File: config.mk
export PLATFORM = sky130hd
export DESIGN_NAME = load_store_unit_flat
export DESIGN_NICKNAME = d
export VERILOG_FILES = /design/src/rtl/load_store_unit_pkg.sv /design/src/rtl/load_store_unit_if.sv /design/src/rtl/load_store_unit_byte_lane.sv /design/src/rtl/load_store_unit.sv /design/src/flat_wrapper.sv
export SDC_FILE = /design/constraint.sdc
export NUM_CORES = 1
export LEC_CHECK = 0
export CORE_AREA = 2 2 115 200
export CTS_BUF_LIST = sky130_fd_sc_hd__clkbuf_8
export CTS_CLUSTER_DIAMETER = 60
export CTS_CLUSTER_SIZE = 30
export DETAILED_ROUTE_END_ITERATION = 6
export DIE_AREA = 0 0 117 202
export PLACE_DENSITY = 0.7
export SYNTH_ARGS = -nofsm -noshare
export SYNTH_HDL_FRONTEND = slang
export SYNTH_SLANG_ARGS = --single-unit
File: constraint.sdc
create_clock -name clk -period 2.3 [get_ports clk]
set_clock_uncertainty 0.05 [all_clocks]
set_input_delay 0.345 -clock clk [delete_from_list [all_inputs] [get_ports clk]]
set_output_delay 0.345 -clock clk [all_outputs]
set_load 0.005 [all_outputs]
File: src/rtl/load_store_unit_pkg.sv
// Shared types and helpers for the load/store unit.
package lsu_pkg;

  typedef enum logic [2:0] {
    LB  = 3'd0,
    LH  = 3'd1,
    LW  = 3'd2,
    LBU = 3'd3,
    LHU = 3'd4,
    SB  = 3'd5,
    SH  = 3'd6,
    SW  = 3'd7
  } mem_op_t;

  typedef enum logic [1:0] {
    S_IDLE,
    S_READ,
    S_WRITE,
    S_RESP
  } lsu_state_t;

  function automatic logic is_store(input mem_op_t op);
    return (op == SB) || (op == SH) || (op == SW);
  endfunction

  // Halfwords need an even address, words need a word-aligned address.
  function automatic logic is_misaligned(input mem_op_t op, input logic [1:0] low);
    case (op)
      LH, LHU, SH: return low[0];
      LW, SW:      return |low;
      default:     return 1'b0;
    endcase
  endfunction

endpackage

File: src/rtl/load_store_unit_if.sv
// Request/response and data-memory signals of the load/store unit.
interface load_store_unit_if #(
  parameter int AW = 32,
  parameter int DW = 32
);
  logic          req_valid;
  logic          req_ready;
  logic [2:0]    req_op;
  logic [AW-1:0] req_addr;
  logic [DW-1:0] req_wdata;
  logic          resp_valid;
  logic [DW-1:0] resp_rdata;
  logic          resp_misalign;
  logic [AW-1:0] dm_addr;
  logic [DW-1:0] dm_wd;
  logic          dm_we;
  logic [DW-1:0] dm_rd;

  // Pipeline and memory side.
  modport master (
    output req_valid, req_op, req_addr, req_wdata, dm_rd,
    input  req_ready, resp_valid, resp_rdata, resp_misalign, dm_addr, dm_wd, dm_we
  );

  // The load/store unit itself.
  modport slave (
    input  req_valid, req_op, req_addr, req_wdata, dm_rd,
    output req_ready, resp_valid, resp_rdata, resp_misalign, dm_addr, dm_wd, dm_we
  );
endinterface

File: src/rtl/load_store_unit_byte_lane.sv
// Big-endian byte-lane extract/extend for loads and lane merge for sub-word stores.
module lsu_byte_lane
  import lsu_pkg::*;
(
  input  mem_op_t     op,
  input  logic [1:0]  offset,
  input  logic [31:0] word,
  input  logic [31:0] wdata,
  output logic [31:0] load_val,
  output logic [31:0] merged
);

  logic [7:0]  lane_byte;
  logic [15:0] lane_half;

  // Select the addressed byte/halfword; offset 0 is the most significant lane.
  always_comb begin
    case (offset)
      2'd0:    lane_byte = word[31:24];
      2'd1:    lane_byte = word[23:16];
      2'd2:    lane_byte = word[15:8];
      default: lane_byte = word[7:0];
    endcase
    lane_half = offset[1] ? word[15:0] : word[31:16];
  end

  // Sign- or zero-extend the selected lane into the load result.
  always_comb begin
    case (op)
      LB:      load_val = {{24{lane_byte[7]}}, lane_byte};
      LBU:     load_val = {24'd0, lane_byte};
      LH:      load_val = {{16{lane_half[15]}}, lane_half};
      LHU:     load_val = {16'd0, lane_half};
      default: load_val = word;
    endcase
  end

  // Replace the target lane of the fetched word with right-aligned store data.
  always_comb begin
    merged = word;
    case (op)
      SB: begin
        case (offset)
          2'd0:    merged[31:24] = wdata[7:0];
          2'd1:    merged[23:16] = wdata[7:0];
          2'd2:    merged[15:8]  = wdata[7:0];
          default: merged[7:0]   = wdata[7:0];
        endcase
      end
      SH: begin
        if (offset[1]) merged[15:0]  = wdata[15:0];
        else           merged[31:16] = wdata[15:0];
      end
      SW:      merged = wdata;
      default: merged = word;
    endcase
  end

endmodule

File: src/rtl/load_store_unit.sv
// Memory-stage load/store unit: one request at a time, read-modify-write for sub-word stores.
module load_store_unit
  import lsu_pkg::*;
#(
  parameter int AW = 32,
  parameter int DW = 32
) (
  input logic              clk,
  input logic              rst_n,
  load_store_unit_if.slave bus
);

  lsu_state_t    state;
  lsu_state_t    state_next;
  mem_op_t       req_op;
  mem_op_t       op_q;
  logic [AW-1:0] addr_q;
  logic [DW-1:0] wdata_q;
  logic [DW-1:0] merge_q;
  logic [DW-1:0] rdata_q;
  logic [DW-1:0] lane_word;
  logic [DW-1:0] lane_load;
  logic [DW-1:0] lane_merged;

  assign req_op = mem_op_t'(bus.req_op);

  // READ works on the live memory word, WRITE on the captured merge word.
  assign lane_word = (state == S_READ) ? bus.dm_rd : merge_q;

  lsu_byte_lane u_lane (
    .op       (op_q),
    .offset   (addr_q[1:0]),
    .word     (lane_word),
    .wdata    (wdata_q),
    .load_val (lane_load),
    .merged   (lane_merged)
  );

  // State register.
  always_ff @(posedge clk or negedge rst_n) begin
    if (!rst_n) state <= S_IDLE;
    else        state <= state_next;
  end

  // Next-state and output decode.
  always_comb begin
    state_next        = state;
    bus.req_ready     = 1'b0;
    bus.resp_valid    = 1'b0;
    bus.resp_misalign = 1'b0;
    bus.resp_rdata    = rdata_q;
    bus.dm_addr       = {addr_q[AW-1:2], 2'b00};
    bus.dm_wd         = '0;
    bus.dm_we         = 1'b0;
    case (state)
      S_IDLE: begin
        bus.req_ready = 1'b1;
        if (bus.req_valid) begin
          if (is_misaligned(req_op, bus.req_addr[1:0])) state_next = S_RESP;
          else if (req_op == SW)                        state_next = S_WRITE;
          else                                          state_next = S_READ;
        end
      end
      S_READ:  state_next = is_store(op_q) ? S_WRITE : S_RESP;
      S_WRITE: begin
        bus.dm_we  = 1'b1;
        bus.dm_wd  = lane_merged;
        state_next = S_RESP;
      end
      S_RESP: begin
        bus.resp_valid    = 1'b1;
        bus.resp_misalign = is_misaligned(op_q, addr_q[1:0]);
        state_next        = S_IDLE;
      end
      default: state_next = S_IDLE;
    endcase
  end

  // Request latch, merge capture and load result; result clears on accept so stores/misaligned report 0.
  always_ff @(posedge clk or negedge rst_n) begin
    if (!rst_n) begin
      op_q    <= LB;
      addr_q  <= '0;
      wdata_q <= '0;
      merge_q <= '0;
      rdata_q <= '0;
    end else begin
      case (state)
        S_IDLE: begin
          if (bus.req_valid) begin
            op_q    <= req_op;
            addr_q  <= bus.req_addr;
            wdata_q <= bus.req_wdata;
            rdata_q <= '0;
          end
        end
        S_READ: begin
          if (is_store(op_q)) merge_q <= bus.dm_rd;
          else                rdata_q <= lane_load;
        end
        default: ;
      endcase
    end
  end

endmodule

File: src/flat_wrapper.sv
// flat-port wrapper written by rule: the top's interface ports become plain ports
module load_store_unit_flat import lsu_pkg::*;
#(
  parameter int AW = 32,
  parameter int DW = 32
)
  (clk, rst_n, bus_req_valid, bus_req_op, bus_req_addr, bus_req_wdata, bus_dm_rd, bus_req_ready, bus_resp_valid, bus_resp_rdata, bus_resp_misalign, bus_dm_addr, bus_dm_wd, bus_dm_we);
  load_store_unit_if #(.AW(AW), .DW(DW)) bus_i ();
  input logic clk;
  input logic rst_n;
  input wire logic [$bits(bus_i.req_valid)-1:0] bus_req_valid;
  input wire logic [$bits(bus_i.req_op)-1:0] bus_req_op;
  input wire logic [$bits(bus_i.req_addr)-1:0] bus_req_addr;
  input wire logic [$bits(bus_i.req_wdata)-1:0] bus_req_wdata;
  input wire logic [$bits(bus_i.dm_rd)-1:0] bus_dm_rd;
  output wire logic [$bits(bus_i.req_ready)-1:0] bus_req_ready;
  output wire logic [$bits(bus_i.resp_valid)-1:0] bus_resp_valid;
  output wire logic [$bits(bus_i.resp_rdata)-1:0] bus_resp_rdata;
  output wire logic [$bits(bus_i.resp_misalign)-1:0] bus_resp_misalign;
  output wire logic [$bits(bus_i.dm_addr)-1:0] bus_dm_addr;
  output wire logic [$bits(bus_i.dm_wd)-1:0] bus_dm_wd;
  output wire logic [$bits(bus_i.dm_we)-1:0] bus_dm_we;
  assign bus_i.req_valid = bus_req_valid;
  assign bus_i.req_op = bus_req_op;
  assign bus_i.req_addr = bus_req_addr;
  assign bus_i.req_wdata = bus_req_wdata;
  assign bus_i.dm_rd = bus_dm_rd;
  assign bus_req_ready = bus_i.req_ready;
  assign bus_resp_valid = bus_i.resp_valid;
  assign bus_resp_rdata = bus_i.resp_rdata;
  assign bus_resp_misalign = bus_i.resp_misalign;
  assign bus_dm_addr = bus_i.dm_addr;
  assign bus_dm_wd = bus_i.dm_wd;
  assign bus_dm_we = bus_i.dm_we;
  load_store_unit #(.AW(AW), .DW(DW)) u_core (.clk(clk), .rst_n(rst_n), .bus(bus_i));
endmodule
==> results of run 1 <==
[report_power, final]
part           switching, mW  internal [mW]
sequential             0.894           3.44
clock                  0.964          0.835
combinational           5.85           6.97
total                   7.71           11.2
[registers in the layout, summed over array words and instances (netlist names)]
signal	flops
u_core.op_q	3
u_core.addr_q	32
u_core.merge_q	32
u_core.bus.resp_rdata	32
u_core.wdata_q	32
u_core.state	2
[synth_stat cells (11+ instances only)]
library cell,instances
buf_2,15
mux2_2,103
clkbuf_1,31
buf_4,32
and2_1,12
a2bb2oi_1,12
mux2i_1,35
o21ai_0,26
a22oi_1,11
o21a_1,14
nand2b_1,13
dfrtp_1,133
nand2_1,44
a21oi_1,45
nand3b_1,12
nor2_1,20
[layer usage]
metal	vias up	wire, µm
li1	3109	-
met1	3423	9160
met2	296	14500
met3	93	1590
met4	0	1740
met5	-	0
[cells by family after synthesis]
group                      synth area share [%]
muxes                                      22.5
DFF                                        43.8
other                                    0.0493
buffers and inverters                      6.73
xor gates and xnor gates                  0.115
AOI/OAI and AO/OA                          16.0
and+or+nand+nor                            10.2
adders and majority gates                 0.658
[layout by cell type (no fill, tap or decap), types with 4 or more instances in the layout]
cell type	count
a22o_1	4
and2_1	5
buf_12	9
clkdlybuf4s50_1	162
nand2b_1	13
buf_6	39
a22oi_2	8
dfrtp_1	130
nor4bb_1	6
o22ai_1	4
clkinv_2	5
o21a_1	14
and2_4	7
clkinvlp_4	5
mux2i_4	14
mux2i_1	17
o22ai_2	5
buf_2	24
a2bb2oi_1	10
nand3b_1	12
inv_1	5
a21oi_1	31
o21ai_0	22
nor2_1	16
nand2_1	40
mux4_2	9
buf_4	112
a221oi_1	6
a21oi_2	14
mux2i_2	4
a221o_1	7
mux2_2	101
and3_1	4
o31ai_4	15
clkbuf_8	17
buf_8	6
nor3b_1	6
[per-stage QoR]
step | cells | setup TNS [ns] | cell area, µm² | hold slack (ns)
finish | 1295 | -12.20 | 12100 | 0.329
detailed placement | 1200 | -10.01 | 10300 | 0.273
floorplan | 687 | 0 | 7610 | -0.000591
global route | 1295 | -16.50 | 12100 | 0.362
CTS | 1275 | -10.93 | 11700 | 0.319
global placement | 1200 | -7.90 | 10300 | 0.266
[area by class of cell]
class	count	area, µm²
Fill cell	1831	9970
Sequential cell	133	3330
Timing Repair Buffer	364	3530
Clock inverter	15	119
Inverter	6	28.8
Tap cell	296	370
Multi-Input combinational cell	463	4480
Antenna cell	1	2.50
Clock buffer	17	234
[final timing paths]
| check | endpoint | cells past startpoint | start |
|---|---|---|---|
| max | u_core.bus.resp_rdata[24] | 11 | u_core.state[1] |
| min | u_core.merge_q[14] | 2 | rst_n |
| max reg2reg | u_core.bus.resp_rdata[24] | 11 | u_core.state[1] |
| min reg2reg | u_core.wdata_q[31] | 1 | u_core.wdata_q[31] |
| max in group asynchronous | u_core.addr_q[13] | 3 | rst_n |
| min in group clk | u_core.addr_q[24] | 2 | bus_req_addr[24] |
[repair_timing]
action                                  in CTS  in global routing
pin swaps                                   51                 44
gates cloned                                 4                  5
endpoints found under the setup margin      60                 70
gates resized for setup                    278                 59
endpoints found under the hold margin       43                  0
hold buffers                                 1                  0
buffers inserted                            45                 20
==> reports/summary.txt, run 1 <==
Grt total ovfl -> 0
First-pass GRT wire length -> 39.1 mm
Leading area contributor after synthesis -> dfrtp_1
Clk Latency, worst-skew pair -> 0.47 ns
Largest delay contributor family on the critical path -> buffers and inverters
Worst path arrival time -> 2.94 ns
Sequential share of the synthesized area -> 43.8%
GR Util met2 -> 39.3%
Main synth FF type -> dfrtp_1
Die area -> 0.0236 mm²
Initial Util -> 34.5%
DRT antenna net count -> 0
RSZ-0062 raised after global routing -> true
Vias per cell -> 5.34
Max transition margin -> 61.3%
Pre-Repair DR Iteration Count -> 5
Via count -> 6921
Core ar. -> 0.0221 mm²
Largest cells by area after synthesis -> dfrtp_1 44%, mux2_2 15%, mux2i_1 4.6%
RD Place Congestion -> 0.895
Max-cap viol count -> 0
Share of synthesized registers carrying an async set or reset -> 100%
Worst path cell trace -> inv_2, ha_4, buf_12, buf_8, buf_12, mux2i_4, buf_6, mux4_2, o21a_4, buf_12, o31ai_4
Root Driver -> clkbuf_8
Top-area cell type share of the netlist area -> 43.8%
Syn Area/Cell -> 11.1 µm²
Hold Path Class -> in2async
Failing checks -> negative setup slack
Pwr dens -> 1570 mW/mm²
Clk buf depth -> 2
HPWL Detailed -> 18.8 mm
1st-iter DRT viols -> 428
CTS Buf Count -> 17
Post-synth EDFFs -> 0
Pre-CTS WS -> -0.309 ns
Drt wl/cell -> 20.8 µm
Status -> complete, but fails checks
Critical Path End Type -> flop
Layout cells sized above 1 -> 45.2%
Worst-path fanout max -> 6
Final setup viols -> 57
Syn-to-layout area delta -> 59.1%
Fin. Hold Viols -> 0
Port-buffer cells -> 199
Rows -> 72
Final Cycle Share -> 114%
CTS Sinks -> 133
Largest net degree at the start of global routing -> 47
GR Util met3 -> 4.62%
Residual DRC count -> 0
Worst path buffer plus inverter count -> 6
Max VDD drop -> 637 µV
Number of synthesized register bits -> 133
Fin. max-slew vios -> 0
Peak per-stage delay on the critical path -> 0.49 ns
Peak Freq -> 383 MHz
Tmin final -> 2.61 ns
Busiest layer in global routing -> met2
Cell mode on critical path -> buf_12
Routed wire length -> 27.0 mm
Yosys cell types -> 60
Nets -> 1091
WS Path Type -> reg2reg
Setup ws final -> -0.313 ns
Die W -> 117 µm
Leakage -> 5.03 nW
Cell count after synthesis -> 686
Cell area after synthesis -> 0.00760 mm²
Worst setup SP type -> flop
Total track usage -> 22.1%
Power Total -> 19.0 mW
Antenna violations before repair -> 1
Least-Margin Pin Slew -> 0.569 ns
Die Height -> 202 µm
Clock H-tree levels -> 4
Final core occ -> 54.8%
Top Ports -> 202
R2r setup slk -> -0.31 ns
Yosys warns -> 0
Vias in the first global route -> 7052
CTS tree -> yes
Slowest-stage cell, CP -> mux4_2
GR Util met1 -> 23.3%
Clock-pin slew on the worst setup and hold paths -> 0.08 ns
CP required -> 2.63 ns
Note: power is estimated with default switching activity, not from simulation.
==> run 2, diff against run 1 <==
Settings changed: ABC_CLOCK_PERIOD_IN_PS set to 2300.
==> results of run 2 <==
Final layout, timing and power as in run 1 (identical DEF).
==> run 3, diff against run 2 <==
Settings changed: RECOVER_POWER set to 25.
==> run 3 against run 2 <==
Compared with the run above:
- register-to-register slack barely moved
- via count about the same
- critical path type unchanged
- power is the same
- the flow still finishes with violations (negative setup slack)
- fmax is essentially flat
- worst setup slack better by 0.0025 ns
- combinational power about the same
- clock power hardly changed
==> reports/summary.txt, run 3 (same netlist as run 1, synthesis figures left out) <==
Vias in the first global route -> 7052
Peak per-stage delay on the critical path -> 0.49 ns
Max VDD drop -> 637 µV
Met1 wire length -> 9.21 mm
Worst path buffer plus inverter count -> 6
Layout cells sized above 1 -> 45.2%
Die area -> 0.0236 mm²
RD Place Congestion -> 0.895
Initial Util -> 34.5%
Clk buf depth -> 2
WS Path Type -> reg2reg
Fin. Hold Viols -> 0
HPWL Detailed -> 18.8 mm
Clock H-tree levels -> 4
Rows -> 72
Failing checks -> negative setup slack
Setup ws final -> -0.311 ns
Slowest-stage cell, CP -> mux4_2
Vias per cell -> 5.34
Total track usage -> 22.1%
Metal2 WL -> 14.4 mm
Critical Path End Type -> flop
Die W -> 117 µm
Clk Latency, worst-skew pair -> 0.47 ns
First-pass GRT wire length -> 39.1 mm
Max-cap viol count -> 0
Clock-pin slew on the worst setup and hold paths -> 0.08 ns
1st-iter DRT viols -> 451
Antenna violations before repair -> 1
HP Start -> bus_req_addr[24]
Via count -> 6916
Drt wl/cell -> 20.8 µm
Most frequent cells in the layout -> 162 x clkdlybuf4s50_1, 130 x dfrtp_1, 112 x buf_4
Largest delay contributor family on the critical path -> buffers and inverters
Least-Margin Pin Slew -> 1.23 ns
Met3 WL post-DR -> 1.59 mm
Hold Path Class -> in2reg
Fin. max-slew vios -> 0
Routed wire length -> 27.0 mm
CTS tree -> yes
Root Driver -> clkbuf_8
Crit Reg-Reg Startpoint -> u_core.state[1]
Leakage -> 5.02 nW
Pre-Repair DR Iteration Count -> 5
Grt total ovfl -> 0
DRT antenna net count -> 0
Peak Freq -> 383 MHz
Worst setup SP type -> flop
Pre-CTS WS -> -0.309 ns
CTS Sinks -> 133
Cell mode on critical path -> buf_12
Syn-to-layout area delta -> 58.9%
Nets -> 1091
Most common cell after layout, fill and taps aside -> clkdlybuf4s50_1
Top sig layer -> met4
CTS Buf Count -> 17
FILL cells -> 1834
Status -> complete, but fails checks
Die Height -> 202 µm
Final TNS setup -> -12.15 ns
Residual DRC count -> 0
Worst path cell trace -> inv_2, ha_4, buf_12, buf_8, buf_12, mux2i_4, buf_6, mux4_2, o21a_4, clkbuf_16, o31ai_4
Pwr dens -> 1570 mW/mm²
Critical path origin -> u_core.state[1]
Final Cycle Share -> 114%
Port-buffer cells -> 199
Worst-path fanout max -> 6
Core ar. -> 0.0221 mm²
Max transition margin -> 17.9%
Final setup viols -> 57
Top Ports -> 202
Tmin final -> 2.61 ns
Worst path arrival time -> 2.94 ns
Largest net degree at the start of global routing -> 47
CP required -> 2.63 ns
RSZ-0062 raised after global routing -> true
## run 3: cell count changes in the layout (fill, tap and decap cells not counted)
cell and delta:
buf_12 -1, buf_6 -1, clkbuf_2 +1, clkbuf_4 +1
## run 3: final timing paths
kind                                             endpoint  slack [ns]  cells after the start
worst max-delay path            u_core.bus.resp_rdata[28]       -0.31                     11
worst min-delay path                    u_core.addr_q[24]        0.43                      2
worst max register to register  u_core.bus.resp_rdata[28]       -0.31                     11
worst min register to register         u_core.wdata_q[31]        0.45                      1
max in group asynchronous       u_core.bus.resp_rdata[26]        0.33                      3
min in group asynchronous              u_core.merge_q[14]        0.62                      2
## run 3: routing by layer
layer	vias to the layer above	track usage, %
met5	-	0
met4	0	12.9
met3	102	4.62
met2	298	39.3
met1	3416	23.3
li1	3100	-
## run 3: power by group
group          internal [mW]  switching, mW  total, mW
clock network          0.835          0.964       1.80
registers               3.44          0.894       4.33
logic                   6.96           5.86       12.8
total                   11.2           7.72       19.0
## run 3: what timing repair did
action                                  CTS  global route
resized for setup                       278            59
pin swaps                                51            44
endpoints found under the hold margin    43             0
endpoints found under the setup margin   60            70
setup buffers                            45            20
cloned                                    4             5
hold buffers                              1             0
## run 3: layout make-up
type	instances	area, µm²	share of cell area [%]
antenna	1	2.50	0.0207
timing repair buffer	364	3520	29.1
sequential	133	3330	27.6
tap	296	370	3.07
clock buffer	17	234	1.94
clock inverter	15	119	0.984
inverter	6	28.8	0.238
multi-input combinational	463	4480	37.1
## run 3: through the flow
step | util, % | hold slack [ns] | total power [mW] | instances | instance area [µm²]
floorplan | - | -0.000591 | 9.78 | 687 | 7610
global placement | 46.8 | 0.266 | 13.6 | 1200 | 10300
detailed placement | 46.8 | 0.273 | 13.8 | 1200 | 10300
CTS | 52.8 | 0.319 | 17.6 | 1275 | 11700
global route | 54.7 | 0.407 | 19.9 | 1295 | 12100
finish | 54.7 | 0.434 | 19.0 | 1295 | 12100
## run 3: worst register-to-register path, cell delays in order, from the launching register on
cell and delay (ns):
dfrtp_1 0.39, inv_2 0.07, ha_4 0.17, buf_12 0.14
buf_8 0.13, buf_12 0.13, mux2i_4 0.18, buf_6 0.13
mux4_2 0.49, o21a_4 0.29, clkbuf_16 0.19, o31ai_4 0.16
